**src/rtl/output_writeback.sv**
```systemverilog
// Requantises accelerator accumulator vectors to packed int8 words and writes them to output BRAM.
// Optional ReLU stage is built only when OUTPUT_WB_RELU_EN is defined.
module output_writeback #(
   parameter int unsigned ARRAYWIDTH = 8,
   parameter int unsigned ACC_W      = 32,
   parameter int unsigned OUT_W      = 8,
   parameter int unsigned ADDR_W     = 12,
   parameter int unsigned SHIFT_W    = 5
) (
   input  logic                          clk,
   input  logic                          rst,
   input  logic                          start,
   input  logic [ADDR_W-1:0]             base_addr,
   input  logic [ADDR_W-1:0]             num_vec,
   input  logic [SHIFT_W-1:0]            shift,
   input  logic                          relu_en,
   input  logic                          in_valid,
   input  logic [ACC_W*ARRAYWIDTH-1:0]   in_data,
   output logic                          in_ready,
   output logic                          wr_en,
   output logic [ADDR_W-1:0]             wr_addr,
   output logic [OUT_W*ARRAYWIDTH-1:0]   wr_data,
   output logic                          busy,
   output logic                          done
);

   localparam int unsigned EXT_W     = ACC_W + 1;
   localparam int          SAT_MAX_I = (1 << (OUT_W - 1)) - 1;
   localparam logic signed [EXT_W-1:0] SAT_HI = EXT_W'(SAT_MAX_I);
   localparam logic signed [EXT_W-1:0] SAT_LO = EXT_W'(-SAT_MAX_I - 1);

   typedef enum logic [1:0] {
      ST_IDLE  = 2'd0,
      ST_RUN   = 2'd1,
      ST_DRAIN = 2'd2,
      ST_DONE  = 2'd3
   } state_e;

   state_e state_q, state_d;

   logic [ADDR_W-1:0]  num_q, num_d;
   logic [ADDR_W-1:0]  cnt_q, cnt_d, cnt_inc;
   logic [ADDR_W-1:0]  addr_q, addr_d;
   logic [SHIFT_W-1:0] shift_q, shift_d;
   logic               job_ld, accept;

   logic               in_ready_q, in_ready_d;
   logic               busy_q, busy_d;
   logic               done_q, done_d;

   logic                    s1_valid_q;
   logic [ADDR_W-1:0]       s1_addr_q;
   logic signed [EXT_W-1:0] s1_data_q [ARRAYWIDTH];
   logic signed [EXT_W-1:0] s1_res    [ARRAYWIDTH];
   logic signed [EXT_W-1:0] rnd;

   logic                         wr_en_q;
   logic [ADDR_W-1:0]            wr_addr_q;
   logic [OUT_W*ARRAYWIDTH-1:0]  wr_data_q, s2_word;

`ifdef OUTPUT_WB_RELU_EN
   logic relu_q, relu_d;
`else
   logic unused_relu_en;
   assign unused_relu_en = relu_en;
`endif

   assign job_ld  = (state_q == ST_IDLE) && start;
   assign accept  = in_valid && in_ready_q;
   assign cnt_inc = cnt_q + ADDR_W'(1);

   // FSM state register
   always_ff @(posedge clk or negedge rst) begin
      if (!rst) state_q <= ST_IDLE;
      else      state_q <= state_d;
   end

   // FSM next-state logic
   always_comb begin
      state_d = state_q;
      case (state_q)
         ST_IDLE:  if (start) state_d = (num_vec == '0) ? ST_DONE : ST_RUN;
         ST_RUN:   if (accept && (cnt_inc == num_q)) state_d = ST_DRAIN;
         ST_DRAIN: if (!s1_valid_q) state_d = ST_DONE;
         ST_DONE:  state_d = ST_IDLE;
         default:  state_d = ST_IDLE;
      endcase
   end

   // Job parameters latch on start; count and address advance per accept
   always_comb begin
      num_d   = num_q;
      shift_d = shift_q;
      cnt_d   = cnt_q;
      addr_d  = addr_q;
`ifdef OUTPUT_WB_RELU_EN
      relu_d  = relu_q;
`endif
      if (job_ld) begin
         num_d   = num_vec;
         shift_d = shift;
         cnt_d   = '0;
         addr_d  = base_addr;
`ifdef OUTPUT_WB_RELU_EN
         relu_d  = relu_en;
`endif
      end else if (accept) begin
         cnt_d  = cnt_inc;
         addr_d = addr_q + ADDR_W'(1);
      end
   end

   // Output decode from next state so the control outputs are registered
   always_comb begin
      in_ready_d = (state_d == ST_RUN) && (cnt_d < num_d);
      busy_d     = (state_d != ST_IDLE);
      done_d     = (state_d == ST_DONE);
   end

   always_ff @(posedge clk or negedge rst) begin
      if (!rst) begin
         num_q      <= '0;
         shift_q    <= '0;
         cnt_q      <= '0;
         addr_q     <= '0;
         in_ready_q <= 1'b0;
         busy_q     <= 1'b0;
         done_q     <= 1'b0;
`ifdef OUTPUT_WB_RELU_EN
         relu_q     <= 1'b0;
`endif
      end else begin
         num_q      <= num_d;
         shift_q    <= shift_d;
         cnt_q      <= cnt_d;
         addr_q     <= addr_d;
         in_ready_q <= in_ready_d;
         busy_q     <= busy_d;
         done_q     <= done_d;
`ifdef OUTPUT_WB_RELU_EN
         relu_q     <= relu_d;
`endif
      end
   end

   // S1: rounding arithmetic right shift, one extra bit so the rounding add cannot wrap
   assign rnd = (shift_q == '0) ? '0 : (EXT_W'(1) << (shift_q - SHIFT_W'(1)));

   always_comb begin
      for (int unsigned i = 0; i < ARRAYWIDTH; i++) begin
         s1_res[i] = (EXT_W'($signed(in_data[ACC_W*i +: ACC_W])) + rnd) >>> shift_q;
      end
   end

   always_ff @(posedge clk or negedge rst) begin
      if (!rst) begin
         s1_valid_q <= 1'b0;
         s1_addr_q  <= '0;
         for (int unsigned i = 0; i < ARRAYWIDTH; i++) s1_data_q[i] <= '0;
      end else begin
         s1_valid_q <= accept;
         if (accept) begin
            s1_addr_q <= addr_q;
            for (int unsigned i = 0; i < ARRAYWIDTH; i++) s1_data_q[i] <= s1_res[i];
         end
      end
   end

   // S2: saturate to OUT_W, then optional ReLU
   always_comb begin
      s2_word = '0;
      for (int unsigned i = 0; i < ARRAYWIDTH; i++) begin
         if (s1_data_q[i] > SAT_HI)      s2_word[OUT_W*i +: OUT_W] = OUT_W'(SAT_HI);
         else if (s1_data_q[i] < SAT_LO) s2_word[OUT_W*i +: OUT_W] = OUT_W'(SAT_LO);
         else                            s2_word[OUT_W*i +: OUT_W] = s1_data_q[i][OUT_W-1:0];
`ifdef OUTPUT_WB_RELU_EN
         if (relu_q && s2_word[OUT_W*i + OUT_W - 1]) s2_word[OUT_W*i +: OUT_W] = '0;
`endif
      end
   end

   always_ff @(posedge clk or negedge rst) begin
      if (!rst) begin
         wr_en_q   <= 1'b0;
         wr_addr_q <= '0;
         wr_data_q <= '0;
      end else begin
         wr_en_q <= s1_valid_q;
         if (s1_valid_q) begin
            wr_addr_q <= s1_addr_q;
            wr_data_q <= s2_word;
         end
      end
   end

   assign in_ready = in_ready_q;
   assign busy     = busy_q;
   assign done     = done_q;
   assign wr_en    = wr_en_q;
   assign wr_addr  = wr_addr_q;
   assign wr_data  = wr_data_q;

endmodule
```
**config.mk**
```make
export PLATFORM = sky130hd
export DESIGN_NAME = output_writeback
export DESIGN_NICKNAME = d
export VERILOG_FILES = /design/src/rtl/output_writeback.sv
export SDC_FILE = /design/constraint.sdc
export NUM_CORES = 2
export LEC_CHECK = 0
export ABC_AREA = 1
export BUFFER_PORTS_ARGS = -buffer_cell sky130_fd_sc_hd__buf_2
export CAP_MARGIN = 20
export CELL_PAD_IN_SITES_DETAIL_PLACEMENT = 0
export CELL_PAD_IN_SITES_GLOBAL_PLACEMENT = 1
export CORE_MARGIN = 2
export CORE_UTILIZATION = 33
export DETAILED_ROUTE_END_ITERATION = 8
export PLACE_DENSITY = 0.79
export SLEW_MARGIN = 20
export SYNTH_ARGS = -nofsm -noshare
export SYNTH_HDL_FRONTEND = slang
export SYNTH_SLANG_ARGS = --single-unit
```
**constraint.sdc**
```tcl
create_clock -name clk -period 4.4 [get_ports clk]
set_input_delay 0.88 -clock clk [delete_from_list [all_inputs] [get_ports clk]]
set_output_delay 0.88 -clock clk [all_outputs]
set_load 0.02 [all_outputs]
```
== Word-level counts from Yosys, hierarchy flattened ==
Cells that the tools add are included.
Widths: inputs -> output; s select.
Operators by class
  order comparisons: 17
  $add $sub $neg: 11
  reduce and logical (&&, ||, !) cells: 9
  shifts and indexed selects: 9
  equality and inequality tests: 6
  mux-type cells: 27
Operators with widths (count)
  $add 32x33->33: 8
  $gt 33x8->1 const B: 8
  $lt 33x8->1 const B: 8
  $sshr 33x5->33: 8
  $mux 8: 16
  $mux 12: 5
  $mux 33: 1
  $shl 1x5->33 const A: 1
  $add 12x1->12 const B: 2
  $eq 12x12->1: 1
  $logic_not 12->1: 1
  $lt 12x12->1: 1
  $mux 2: 4
  $pmux 2 s4: 1
  $eq 2x2->1 const B: 3
  $logic_not 5->1: 1
  $sub 5x1->5 const B: 1
  $eq 2x1->1 const B: 2
  $logic_and 1x1->1: 4
  $reduce_bool 2->1: 2
  $logic_not 2->1: 1
Word-level totals
  logic and storage cells: 100
  input port bits: 290
  register bits: 400

== Logic depth before layout (Yosys ltp) ==
  depth after elaboration: 7
  gate-level depth with buffers: 34
  mapped depth without buffers: 31

== Worst setup path after synthesis ==
No wires, ideal clock.
  kind: register -> register
  start: register shift_q[3]
  end: register s1_data_q[213] in the netlist's numbering
  arrival time: 4.043 ns
  buffers on the path: 5
  cell stages (with the launch flop): 25
  setup time: 0.121 ns
  required time: 4.279 ns
  path slack: 0.237 ns
  cell sequence: dfrtp_1 > buf_6 > buf_2 > clkbuf_1 > clkbuf_1 > clkbuf_1 > nor4_1 > ha_1 > nand2_1 > inv_1 > a21oi_1 > a21boi_0 > nor2_1 > nor2_1 > nand2_1 > nand2_1 > nand3_1 > nand3_1 > nand2_1 > nand2_1 > nand2_1 > nand2_1 > nand2_1 > nor2_1 > o21ai_1
Between the ends
  cells in the longest elaborated chain, start to end: 5
Ends and longest elaborated chain
  start: declaration: line 44  | logic [SHIFT_W-1:0] shift_q, shift_d;
  start signal: assignment: line 134  | shift_q <= shift_d;
  $sub 5x1->5: line 147  | assign rnd = (shift_q == '0) ? '0 : (EXT_W'(1) << (shift_q - SHIFT_W'(1)));
  $shl 1x5->33: line 147
  $mux 33: line 147
  $add 32x33->33: line 151  | s1_res[i] = (EXT_W'($signed(in_data[ACC_W*i +: ACC_W])) + rnd) >>> shift_q;
  $sshr 33x5->33 (*): line 151
  end: declaration: line 53  | logic signed [EXT_W-1:0] s1_data_q [ARRAYWIDTH];
Mark *: on every way between the ends. The rest lies on a longest branch, timed or not.
A chain may end at the register's enable or synchronous reset.

== Worst setup path in the final report ==
  start: register shift_q[0]
  end: register s1_data_q[33] in the netlist's numbering
The elaborated chain is that of the path after synthesis.

==> flow_summary.json <==
{
  "grt_pass1_wl_mm": 379,
  "worstSetupPathDepth": 19,
  "grt_antenna_before_repair": 19,
  "ir_drop_mv": 0.617,
  "cts_made_buffers": 45,
  "outcome": "completed",
  "cpPeakStageDelay_ns": 0.59,
  "cp-endpoint": "s1_data_q[33]$_DFFE_PN0P_",
  "cts_tree": "built",
  "cts.sinks": 400,
  "p_leak_uw": 0.0321,
  "fin_skew_ns": 0.0456,
  "post-route-period-util_pct": 96.9,
  "fp.dieH_um": 394,
  "grt_max_degree": 235,
  "initialDrtViolationCount": 6492,
  "grt_overflow": 0,
  "startpoint": "shift_q[0]$_DFFE_PN0P_",
  "vias_per_cell": 5.48,
  "crit_buf_inv": 2,
  "worstSetupEndpointType": "flip-flop",
  "p_per_area_mw_per_mm2": 505,
  "io_buffers": 368,
  "core_area_mm2": 0.152,
  "crit_chain": "buf_4 -> nor4_4 -> buf_12 -> ha_1 -> a21oi_1 -> o21ai_0 -> a21oi_1 -> a21boi_0 -> nand2_1 -> nand2_1 -> nand3_1 -> nand3_1 -> nand3_1 -> nand2_1 -> nand2_1 -> nand2_1 -> nand2_1 -> nand2_1 -> nand2_1",
  "synthFlopType": "dfrtp_1",
  "cts-hold-fix-buffers": 0,
  "firstDrtPassIters": 7,
  "chipWidth_um": 394,
  "rows": 143,
  "postRouteAntennaNets": 0,
  "clkLatencyLatePin_ns": 0.63,
  "layout_common_cells": "3130 x nand2_1, 1828 x nand3_1, 979 x inv_1",
  "vias": 64700,
  "cp.required_ns": 4.92,
  "crit_path_max_fanout": 10,
  "synth_top_area_share_pct": 23.4,
  "layout_commonest_cell": "nand2_1",
  "synth_warnings": 0,
  "hold_viol": 0,
  "reg2reg_from": "shift_q[0]$_DFFE_PN0P_",
  "cpMostUsedCell": "nand2_1",
  "gp_congestion": 1.08,
  "rsz0062_at_grt": "yes",
  "yosys_register_bits": 400,
  "dpl.hpwl_mm": 207,
  "max_freq_mhz": 234,
  "synth_area_leader_cell": "nand2_1",
  "cpMaxStageDelayCell": "dfrtp_4",
  "fin_crit_ns": 4.26,
  "n_fill_cell": 17100,
  "synth.distinct_cells": 52,
  "r2r_setup_slack_ns": 0.14,
  "htreeDepth": 2,
  "worstSetupStartpointType": "flip-flop",
  "tightest_slew_ns": 1.08,
  "max_cap_viol_count": 0,
  "worstRegToRegCells": 19,
  "synth-edff-count": 0,
  "place_ws_ns": 0.0415,
  "die_area_mm2": 0.155,
  "syn_to_final_growth_pct": 17.1,
  "final_util_pct": 38.8,
  "start_util_pct": 33.1,
  "drive_gt1_share_pct": 10.4,
  "cts_buffer_depth": 3,
  "cts_root_buffer": "clkbuf_16",
  "arrival_ns": 4.78,
  "maxSlewHeadroom_pct": 28.2,
  "drc": 0,
  "synthCells": 9233,
  "setup_slack_ns": 0.136,
  "whs_ns": 0.183,
  "crit_family": "simple AND/OR/NAND/NOR gates",
  "netlist_top_cells_area": "nand2_1 23%, dfrtp_1 20%, nand3_1 18%, inv_1 7.3%, nor2_1 6.2%",
  "hp-class": "in2async",
  "fin_nets": 10200,
  "seq_area_frac_synth_pct": 19.9,
  "timing.rr.end": "s1_data_q[33]$_DFFE_PN0P_",
  "syn_area_mm2": 0.0502,
  "clkTransAtPathRegs_ns": 0.07,
  "avgSynthCellArea_um2": 5.44,
  "finalSetupViolCount": 0,
  "routed_wl_mm": 258,
  "p_total_uw": 29700,
  "grt_pass1_vias": 61700,
  "critical_path_class": "reg2reg",
  "async_reset_ff_share_pct": 100,
  "drv_slew": 0,
  "track_usage_pct": 32.2,
  "wl_per_cell_um": 21.9,
  "io_pins": 370
}
[cell type report]
class	instances	area, um^2	share of cell area (%)
clock buffers	60	1220	2.08
inverters	996	3780	6.43
clock inverters	22	262	0.445
well taps	2030	2540	4.32
repair buffers	803	5680	9.66
diodes	12	30.0	0.0511
flip-flops and latches	400	10000	17.1
multi-input cells	7486	35200	60.0
[cell families (layout without fill, tap and decap cells)]
group	count (synthesis)	count (layout)	synth area share [%]
and+or+nand+nor	6196	6196	52.9
AOI/OAI and AO/OA	1036	1036	11.3
xor gates and xnor gates	78	78	1.36
buffers and inverters	1354	1881	10.4
DFF	400	400	19.9
other	1	20	0.00747
adders and majority gates	157	157	3.91
muxes	11	11	0.219
[worst register-to-register path, stage by stage, from the launching register on]
cell      delay (ns)
dfrtp_4         0.59
buf_4           0.24
nor4_4          0.46
buf_12          0.30
ha_1            0.37
a21oi_1         0.31
o21ai_0         0.19
a21oi_1         0.27
a21boi_0        0.28
nand2_1         0.08
nand2_1         0.08
nand3_1         0.12
nand3_1         0.18
nand3_1         0.12
nand2_1         0.11
nand2_1         0.07
nand2_1         0.10
nand2_1         0.09
nand2_1         0.14
nand2_1         0.06
[stage by stage]
stage | cell area (um^2) | setup TNS (ns) | std cells
detailed placement | 57000 | 0 | 11700
global placement | 57000 | 0 | 11700
floorplan | 50200 | 0 | 9240
global route | 58800 | -0.0557 | 11800
finish | 58800 | 0 | 11800
CTS | 58500 | 0 | 11800
[cell usage after synthesis, types with 80 or more instances]
| cell type | n |
|---|---|
| inv_1 | 981 |
| ha_1 | 157 |
| nor2_1 | 824 |
| nand2_1 | 3136 |
| o21ai_0 | 274 |
| dfrtp_1 | 400 |
| buf_1 | 115 |
| nor3_1 | 80 |
| nand3_1 | 1833 |
| nand4_1 | 174 |
| a21oi_1 | 540 |
| clkbuf_1 | 196 |
[registers in the layout, indices dropped and copies added (netlist names)]
name	count
state_q	2
cnt_q	12
num_q	12
s1_valid_q	1
s1_data_q	264
wr_addr	12
addr_q	12
shift_q	5
wr_data	64
s1_addr_q	12
done	1
in_ready	1
wr_en	1
busy	1
[metal layers]
metal / global-route usage [%] / vias up / part of all wire (%) / wire [um]
li1: - / 31400 / - / -
met1: 37.7 / 30000 / 39 / 101000
met2: 53.0 / 2607 / 45 / 117000
met3: 5.78 / 640 / 7.4 / 19100
met4: 23.0 / 20 / 8.2 / 21200
met5: 0.739 / - / 0.096 / 247
[power breakdown]
group | internal (uW) | leakage (uW) | switching (uW)
Combinational | 5890 | 0.0267 | 13200
Clock | 2170 | 0.000722 | 1740
Sequential | 5290 | 0.00467 | 1380
Total | 13300 | 0.0321 | 16400
[worst min path at each step]
stage                            startpoint                      end  slack [ns]  cells after the start
floorplan              s1_valid_q$_DFF_PN0_          wr_en$_DFF_PN0_        0.35                      0
global placement    wr_addr[11]$_DFFE_PN0P_  wr_addr[11]$_DFFE_PN0P_        0.45                      2
detailed placement   wr_addr[4]$_DFFE_PN0P_   wr_addr[4]$_DFFE_PN0P_        0.45                      2
CTS                                     rst  wr_data[23]$_DFFE_PN0P_        0.18                      1
global route                            rst  wr_data[23]$_DFFE_PN0P_        0.20                      1
finish                                  rst  wr_data[23]$_DFFE_PN0P_        0.18                      1
[repair_timing]
action	in CTS	in global routing
buffers inserted	0	13
gates resized for setup	1	53
endpoints found under the setup margin	2	236
pin swaps	0	2
No activity file was read; power rests on OpenSTA's default activity.
